===== src/rtl/fifo_pkg.sv =====
// Shared types for the FIFO reader: default data width and output buffer occupancy encoding.
package fifo_pkg;
    localparam int DATA_W_DEF = 8;

    typedef enum logic [1:0] {
        S_EMPTY = 2'd0,
        S_ONE   = 2'd1,
        S_TWO   = 2'd2
    } occ_e;
endpackage


===== src/rtl/fifo_skid_buf.sv =====
// Two-entry register queue with registered head; push and pop both resolve on the same edge.
// The caller never pushes into a full queue unless it also pops; pop while empty is ignored.
module fifo_skid_buf
    import fifo_pkg::*;
#(
    parameter int DATA_W = DATA_W_DEF
) (
    input  logic              clk,
    input  logic              rst,
    input  logic              push_i,
    input  logic [DATA_W-1:0] push_dat_i,
    input  logic              pop_i,
    output logic [1:0]        occ_o,
    output logic [DATA_W-1:0] head_o
);
    occ_e              occ_q, occ_d;
    logic [DATA_W-1:0] head_q, head_d;
    logic [DATA_W-1:0] tail_q, tail_d;

    always_comb begin
        occ_d  = occ_q;
        head_d = head_q;
        tail_d = tail_q;
        case (occ_q)
            S_EMPTY: begin
                if (push_i) begin
                    head_d = push_dat_i;
                    occ_d  = S_ONE;
                end
            end
            S_ONE: begin
                // Simultaneous push/pop: the new word replaces the leaving head directly.
                if (push_i && pop_i) begin
                    head_d = push_dat_i;
                end else if (push_i) begin
                    tail_d = push_dat_i;
                    occ_d  = S_TWO;
                end else if (pop_i) begin
                    occ_d  = S_EMPTY;
                end
            end
            S_TWO: begin
                if (pop_i) begin
                    head_d = tail_q;
                    if (push_i) begin
                        tail_d = push_dat_i;
                    end else begin
                        occ_d  = S_ONE;
                    end
                end
            end
            default: occ_d = S_EMPTY;
        endcase
    end

    always_ff @(posedge clk) begin
        if (rst) begin
            occ_q  <= S_EMPTY;
            head_q <= '0;
            tail_q <= '0;
        end else begin
            occ_q  <= occ_d;
            head_q <= head_d;
            tail_q <= tail_d;
        end
    end

    assign occ_o  = occ_q;
    assign head_o = head_q;
endmodule


===== src/rtl/fifo_reader.sv =====
// Drains a read-latency-1 FIFO into a registered valid/ready stream (rd to m_valid: 2 cycles);
// rd throttles on buffer space, wr and rst. FIFO_READER_STATS_EN adds the rd_count handshake counter.
module fifo_reader
    import fifo_pkg::*;
#(
    parameter int DATA_W = DATA_W_DEF
) (
    input  logic              clk,
    input  logic              rst,
    input  logic              empty,
    input  logic              wr,
    input  logic [DATA_W-1:0] dout,
    output logic              rd,
    output logic              m_valid,
    input  logic              m_ready,
    output logic [DATA_W-1:0] m_data
`ifdef FIFO_READER_STATS_EN
    ,
    output logic [15:0]       rd_count
`endif
);
    logic       inflight_q, inflight_d;
    logic [1:0] occ;
    logic       pop;
    logic [2:0] slots_used;

    assign m_valid = (occ != S_EMPTY);
    assign pop     = m_valid && m_ready;

    // A pop at this edge frees a slot for the word this rd will return next cycle.
    assign slots_used = {1'b0, occ} + {2'b00, inflight_q} - {2'b00, pop};
    assign rd         = !empty && !wr && !rst && (slots_used < 3'd2);
    assign inflight_d = rd;

    always_ff @(posedge clk) begin
        if (rst) begin
            inflight_q <= 1'b0;
        end else begin
            inflight_q <= inflight_d;
        end
    end

    fifo_skid_buf #(
        .DATA_W (DATA_W)
    ) u_buf (
        .clk        (clk),
        .rst        (rst),
        .push_i     (inflight_q),
        .push_dat_i (dout),
        .pop_i      (pop),
        .occ_o      (occ),
        .head_o     (m_data)
    );

`ifdef FIFO_READER_STATS_EN
    logic [15:0] rd_count_q, rd_count_d;

    always_comb begin
        rd_count_d = rd_count_q;
        if (pop) begin
            rd_count_d = rd_count_q + 16'd1;
        end
    end

    always_ff @(posedge clk) begin
        if (rst) begin
            rd_count_q <= 16'd0;
        end else begin
            rd_count_q <= rd_count_d;
        end
    end

    assign rd_count = rd_count_q;
`endif
endmodule

===== config.mk =====
export PLATFORM = sky130hd
export DESIGN_NAME = fifo_reader
export DESIGN_NICKNAME = d
export VERILOG_FILES = /design/src/rtl/fifo_pkg.sv /design/src/rtl/fifo_skid_buf.sv /design/src/rtl/fifo_reader.sv
export SDC_FILE = /design/constraint.sdc
export NUM_CORES = 1
export LEC_CHECK = 0
export CORE_ASPECT_RATIO = 1.5
export CORE_MARGIN = 8
export CORE_UTILIZATION = 53
export CTS_CLUSTER_SIZE = 12
export DETAILED_ROUTE_END_ITERATION = 10
export GPL_TIMING_DRIVEN = 0
export PLACE_DENSITY = 0.83
export SKIP_CTS_REPAIR_TIMING = 1
export SYNTH_ARGS = -nofsm -noshare
export SYNTH_HDL_FRONTEND = slang
export SYNTH_SLANG_ARGS = --single-unit

===== constraint.sdc =====
create_clock -name clk -period 8.3 [get_ports clk]
set_input_delay 2.49 -clock clk [delete_from_list [all_inputs] [get_ports clk]]
set_output_delay 2.49 -clock clk [all_outputs]
set_load 0.005 [all_outputs]

After elaboration in Yosys (flattened, before gate mapping)
Index checks and enable logic that the tools add are counted.
{"block": "totals", "word_cells": 45, "regBits": 19}
{"block": "op_classes", "eq_ne": 8, "reduce_logical": 15, "mux": 15, "add_sub_neg": 2, "n_lt_le_gt_ge": 1}
{"cell": "8-bit 2-to-1 mux", "count": 6}
{"cell": "8-bit one-hot mux with 3 select lines", "count": 1}
{"cell": "8-bit one-hot mux with 2 select lines", "count": 1}
{"cell": "2-bit 2-to-1 mux", "count": 6}
{"cell": "2-bit != test (second input constant)", "count": 4}
{"cell": "2-bit one-hot mux with 3 select lines", "count": 1}
{"cell": "1-bit logical AND", "count": 5}
{"cell": "5-bit AND reduction", "count": 1}
{"cell": "4-bit AND reduction", "count": 1}
{"cell": "2-bit nonzero test", "count": 2}
{"cell": "2-bit by 1-bit adder with 3-bit output", "count": 1}
{"cell": "1-bit zero test", "count": 3}
{"cell": "3-bit by 2-bit less-than comparator with 1-bit output (second input constant)", "count": 1}
{"cell": "3-bit != test (second input constant)", "count": 1}
{"cell": "3-bit AND reduction", "count": 1}
{"cell": "3-bit nonzero test", "count": 1}
{"cell": "3-bit by 1-bit subtractor with 3-bit output", "count": 1}
{"cell": "2-bit by 1-bit equality test with 1-bit output (second input constant)", "count": 1}
{"cell": "2-bit equality test (second input constant)", "count": 1}
{"cell": "2-bit zero test", "count": 1}
{"cell": "2-bit by 1-bit != test with 1-bit output (second input constant)", "count": 1}

Longest topological paths before layout
Gate-level depths: netlist (run 1).
{"block": "depth", "ltp_word": 6, "depth_mapped": 7, "depth_no_buf": 6}

By module
From an unflattened synthesis (run 1), not the netlist that was laid out.
{"block": "hier_totals", "hier_cells": 102, "area_unflattened_um2": 1027.2}
{"mod": "fifo_skid_buf", "instances": 1, "cells_each": 91, "seq_area_each_um2": 360.3, "area_per_inst_um2": 919.6}
{"mod": "fifo_reader", "instances": 1, "cells_each": 11, "seq_area_each_um2": 20.0, "area_per_inst_um2": 107.6}

Least setup slack after synthesis (run 1)
No wires, ideal clock.
{"block": "synth_path", "path_type": "input to output", "startpoint": "input port m_ready", "endpoint": "output port rd", "required_time_ns": 5.810, "cell_stages": 6, "setup_slack_ns": 2.072, "arrival_time_ns": 3.738, "path_cell_list": "buf_6 and3b_1 o21ai_0 fa_1 nand2b_1 nor4_1"}
{"block": "synth_via", "elab_chain_cells": 4}
{"element": "start: declaration", "line_no": "fifo_reader.sv:15", "text": "input logic m_ready,"}
{"element": "1-bit logical AND", "line_no": "fifo_reader.sv:28", "text": "assign pop = m_valid && m_ready;"}
{"element": "3-bit by 1-bit subtractor with 3-bit output", "line_no": "fifo_reader.sv:31", "text": "assign slots_used = {1'b0, occ} + {2'b00, inflight_q} - {2'b00, pop};"}
{"element": "3-bit by 2-bit less-than comparator with 1-bit output", "line_no": "fifo_reader.sv:32", "text": "assign rd = !empty && !wr && !rst && (slots_used < 3'd2);"}
{"element": "1-bit logical AND", "line_no": "fifo_reader.sv:32"}
{"element": "end: declaration", "line_no": "fifo_reader.sv:13", "text": "output logic rd,"}
No other way between the ends.

Worst setup path in the final report (run 1)
Ends and elaborated chain as after synthesis.

==> impl_metrics.yaml, run 1 <==
global_routing:
  grt_max_degree: 11
  grt_pass1_wl_microns: 3860
  antenna_found_initial: 0
  track_usage_pct: 13.1
  grt_overflow: 0
  first_global_vias: 855
sta:
  setup_viol: 0
  fin_crit_ns: 6.83
  rsz0062_at_grt: "no"
  maxSlewViolCount: 0
  fmax_mhz: 146
  relSlewSlack_pct: 70.6
  tightest_slew_ns: 0.441
  finalCritPeriodShare_pct: 82.3
  tns_ns: 0
  clock_skew_ns: 0.00243
  hold_violations: 0
synth:
  synth_top_area_cell: "dfxtp_1"
  syn_nets: 117
  avgSynthCellArea_sq_um: 10.3
  async_flop_share_pct: 0
  ys.flop_type: "dfxtp_1"
  yosysSeqAreaShare_pct: 35.8
  syn_area_sq_um: 1060
  synth_edf_count: 0
  synth.area.top_cells: "dfxtp_1 36%, mux2i_1 15%, nand2b_1 11%, a211oi_2 9.4%, a211oi_1 5.7%"
  synth_cells: 103
  synth.distinct_cells: 30
  ys_seq_elements: 19
  synth_top_cell_area_share_pct: 35.8
  ys_warn_count: 0
critical_path:
  required_ns: 5.81
  end_kind: "output port"
  crit_chain: "buf_6 -> and3b_1 -> o21ai_0 -> fa_1 -> nand2b_1 -> nor4_1 -> clkdlybuf4s50_1"
  path_max_fanout: 10
  path_class: "in2out"
  cpMaxStageDelayCell: "clkdlybuf4s50_1"
  startpoint_type: "input port"
  slowest_delay_ns: 0.57
  worstPathArrival_ns: 4.34
clocking:
  numCtsBuffers: 3
  cts.sinks: 19
  cts-htree-levels: 1
  clk_path_buf_depth: 2
  clkTransAtPathRegs_ns: 0.11
  tritoncts: "done"
  clkLatencyLatePin_ns: 0.30
  root_buffer: "clkbuf_4"
die:
  fp.coreArea_sq_um: 1950
  die_y_microns: 70.8
  die_area_sq_um: 3720
  rows: 20
  die_x_microns: 52.6
  start_util_pct: 54.4
  io_pins: 23
power_and_ir_drop:
  max-vdd-ir-drop_v: 0.000109
  power.density_nw_per_um2: 136
  p_leak_nw: 0.507
cells_and_area:
  fin_util_pct: 67.4
  final_nets: 142
  antennaDiodeCount: 0
  drive_gt1_share_pct: 17.3
  syn_to_final_growth_pct: 23.9
flow_run:
  maxCapViolations: 0
placement:
  dp_hpwl_microns: 1790
  io_buffers: 20
  gp_congestion: 0.720
routing:
  drt_wl_total_microns: 2350
  post_drt_wl_per_cell_microns: 15.8
  drc_errors: 0
  vias: 829
  drtIter0Drc: 5
  vias_per_cell: 5.56
  drtPass1Iterations: 2
  ant_nets: 0
run_status:
  status: "completed"
min_path:
  min_path_type: "reg2reg"
[synth_stat cells (all sizes together), types with 2 or more instances]
| master | n |
|---|---|
| buf | 5 |
| mux2i | 16 |
| and3b | 2 |
| inv | 2 |
| nand2b | 18 |
| a211oi | 16 |
| a21o | 2 |
| nor4 | 2 |
| dfxtp | 19 |
| a21oi | 3 |
| clkbuf | 4 |
[per-layer routing]
metal | global-route usage (%) | vias to the layer above | part of all wire (%)
li1 | - | 419 | -
met1 | 14.2 | 390 | 41
met2 | 22.8 | 15 | 52
met3 | 2.73 | 5 | 4.3
met4 | 6.07 | 0 | 1.8
met5 | 0 | - | 0
[worst paths after layout]
| path | start | endpoint | slack (ns) | depth (start not counted) |
|---|---|---|---|---|
| max | m_ready | rd | 1.47 | 7 |
| min | u_buf.tail_q[1] | u_buf.tail_q[1] | 0.48 | 2 |
| max reg2reg | u_buf.occ_o[0] | inflight_q | 6.44 | 7 |
| min reg2reg | u_buf.tail_q[1] | u_buf.tail_q[1] | 0.48 | 2 |
[layout by cell type (no fill, tap or decap), types with 2 or more instances in the layout]
cell type        instances
and3b_1                  2
a211oi_2                 8
a21oi_1                  3
nand2b_1                18
a211oi_1                 8
inv_1                    2
clkdlybuf4s50_1         20
nor4_1                   2
buf_2                    2
buf_6                    2
mux2i_1                 16
clkbuf_1                 4
dfxtp_1                 19
clkbuf_4                 3
[area by class of cell]
cell class	instances	area (sq um)
Inverter	2	7.51
Multi-Input combinational cell	73	618
Buffer	9	56.3
Fill cell	168	636
Timing Repair Buffer	20	200
Sequential cell	19	380
Clock buffer	4	26.3
Tap cell	22	27.5
[critical path: cells and delay by family]
family	cells	cell delay (ns)
compound gates	1	0.13
simple gates	3	0.56
buf+inv	2	0.67
fa+ha+maj	1	0.51
[where the power goes]
| part | leakage (nW) | switching (mW) | internal [mW] |
|---|---|---|---|
| Sequential | 0.155 | 0.00270 | 0.0948 |
| Combinational | 0.338 | 0.0145 | 0.0198 |
| Clock | 0.0150 | 0.0289 | 0.0187 |
[flip-flops by register name (all words and copies together), names as in the netlist]
name,count
u_buf.head_o,8
u_buf.tail_q,8
u_buf.occ_o,2
inflight_q,1
[stage by stage]
step	cells	area [sq um]	power (mW)	hold WS [ns]	worst slack [ns]
2_1_floorplan	103	1060	0.118	0.448	2.07
4_1_cts	149	1320	0.181	0.486	1.46
3_3_place_gp	145	1290	0.133	0.457	1.54
6_report	149	1320	0.179	0.482	1.47
5_1_grt	149	1320	0.187	0.510	1.36
3_5_place_dp	145	1290	0.134	0.468	1.45
[cell families after synthesis]
kind of cell | synth area share [%]
flip-flops | 35.8
multiplexers | 16.5
buffers and inverters | 6.01
XOR/XNOR | 0.825
AND/OR/NAND/NOR | 18.3
adder cells (fa/ha/maj) | 1.88
AO/OA/AOI/OAI | 20.7
No activity file was read; power rests on OpenSTA's default activity.
==> run 2, diff against run 1 <==
Settings changed: CORE_UTILIZATION 53 to 44, PLACE_DENSITY 0.83 to 0.74.
Clock period 8.3 ns to 5.7 ns, I/O delays scaled along.
==> run 2 against run 1 <==
  * Critical path depth is the same
  * Via count grew 0.60%
  * First-iteration DRC count grew to 6.6 times the previous value
  * Die area grew 15%
  * Utilization shrank 12 points
  * Highest routed layer unchanged
==> impl_metrics.yaml, run 2 (same netlist as run 1, synthesis figures left out) <==
sta:
  clock_skew_ns: 0.00271
  fmax_mhz: 188
  tns_ns: 0
  relSlewSlack_pct: 70.8
  finalCritPeriodShare_pct: 93.5
  hold_violations: 0
  setup_slack_ns: 0.373
  maxSlewViolCount: 0
  whs_ns: 0.477
  setup_viol: 0
  fin_crit_ns: 5.33
  rsz0062_at_grt: "no"
  tightest_slew_ns: 0.438
global_routing:
  first_global_vias: 840
  grtUsageMet3_pct: 3.33
  grt_overflow: 0
  antenna_found_initial: 0
  grt_max_degree: 12
  top_usage_layer: "met2"
  use_met1_pct: 11.5
  grt_pass1_wl_microns: 3790
  track_usage_pct: 10.6
  grt_util_met2_pct: 17.9
flow_run:
  maxCapViolations: 0
min_path:
  min_path_type: "reg2reg"
critical_path:
  end_kind: "output port"
  path_buf_inv: 2
  crit_chain: "buf_6 -> and3b_1 -> o21ai_0 -> fa_1 -> nand2b_1 -> nor4_1 -> clkdlybuf4s50_1"
  path_class: "in2out"
  required_ns: 3.99
  slowest_delay_ns: 0.57
  worstPathArrival_ns: 3.62
  crit_family: "buffers and inverters"
  path_max_fanout: 10
  startpoint_type: "input port"
  cpMaxStageDelayCell: "clkdlybuf4s50_1"
cells_and_area:
  fillCellCount: 218
  final_common_cell: "clkdlybuf4s50_1"
  multiInputGateArea_sq_um: 618
  fin_util_pct: 55.8
  drive_gt1_share_pct: 18.1
  syn_to_final_growth_pct: 24.3
  regArea_sq_um: 380
  finish.instance_area_sq_um: 1320
  final_cells: 151
  final_nets: 142
  mostFrequentLayoutCells: "20 x clkdlybuf4s50_1, 19 x dfxtp_1, 18 x nand2b_1, 16 x mux2i_1"
  antennaDiodeCount: 0
die:
  io_pins: 23
  rows: 22
  die_y_microns: 76.2
  fp.coreArea_sq_um: 2370
  start_util_pct: 44.9
  die_x_microns: 56.1
  die_area_sq_um: 4270
clocking:
  clk_path_buf_depth: 2
  cts.sinks: 19
  clkLatencyLatePin_ns: 0.30
  root_buffer: "clkbuf_4"
  cts-htree-levels: 1
  clkTransAtPathRegs_ns: 0.11
  tritoncts: "done"
  numCtsBuffers: 3
routing:
  ant_nets: 0
  vias_per_cell: 5.52
  post_drt_wl_per_cell_microns: 15.6
  drt_wl_total_microns: 2360
  drtIter0Drc: 33
  drc_errors: 0
  drtPass1Iterations: 2
  vias: 834
placement:
  placed_area_sq_um: 1290
  dp_hpwl_microns: 1780
  dpl_worst_slack_ns: 0.391
  gp_congestion: 0.694
  io_buffers: 20
  placed_cells_incl_taps: 147
power_and_ir_drop:
  max-vdd-ir-drop_v: 0.000159
  power_mw: 0.260
  p_leak_nw: 0.510
  power.density_nw_per_um2: 197
run_status:
  status: "completed"
==> run 2: cell types whose count changed in the layout (fill, tap and decap cells not counted), sizes merged <==
| cell | delta |
|---|---|
| clkinv | +1 |
| clkbuf | -1 |
==> run 2: worst register-to-register path, cell delays in order, from the launching register on <==
cell and delay [ns]:
dfxtp_1 0.43, inv_1 0.07, clkbuf_1 0.23, nor2_1 0.18
o21ai_0 0.11, fa_1 0.50, nand2b_1 0.08, nor4_1 0.20
==> run 2: routing by layer <==
layer | up-vias | routed length, microns
met1 | 394 | 1040
met2 | 18 | 1140
met5 | - | 0
met4 | 0 | 52
li1 | 415 | -
met3 | 7 | 135
==> run 2: final cells by class <==
class / count / area share, %
Sequential cell: 19 / 28.8
Inverter: 2 / 0.569
Clock inverter: 1 / 0.379
Multi-Input combinational cell: 73 / 46.8
Clock buffer: 3 / 1.71
Tap cell: 24 / 2.27
Buffer: 9 / 4.27
Timing Repair Buffer: 20 / 15.2
==> run 2: worst paths after layout <==
kind	start	endpoint	slack [ns]	cells past startpoint
worst max register to register	u_buf.occ_o[0]	inflight_q	3.83	7
worst min register to register	u_buf.tail_q[3]	u_buf.tail_q[3]	0.48	2
worst min-delay path	u_buf.tail_q[3]	u_buf.tail_q[3]	0.48	2
worst max-delay path	m_ready	rd	0.37	7
==> run 2: power by group <==
group	internal, mW	switching [mW]
registers	0.138	0.00395
clock network	0.0262	0.0423
logic	0.0288	0.0211
total	0.193	0.0674
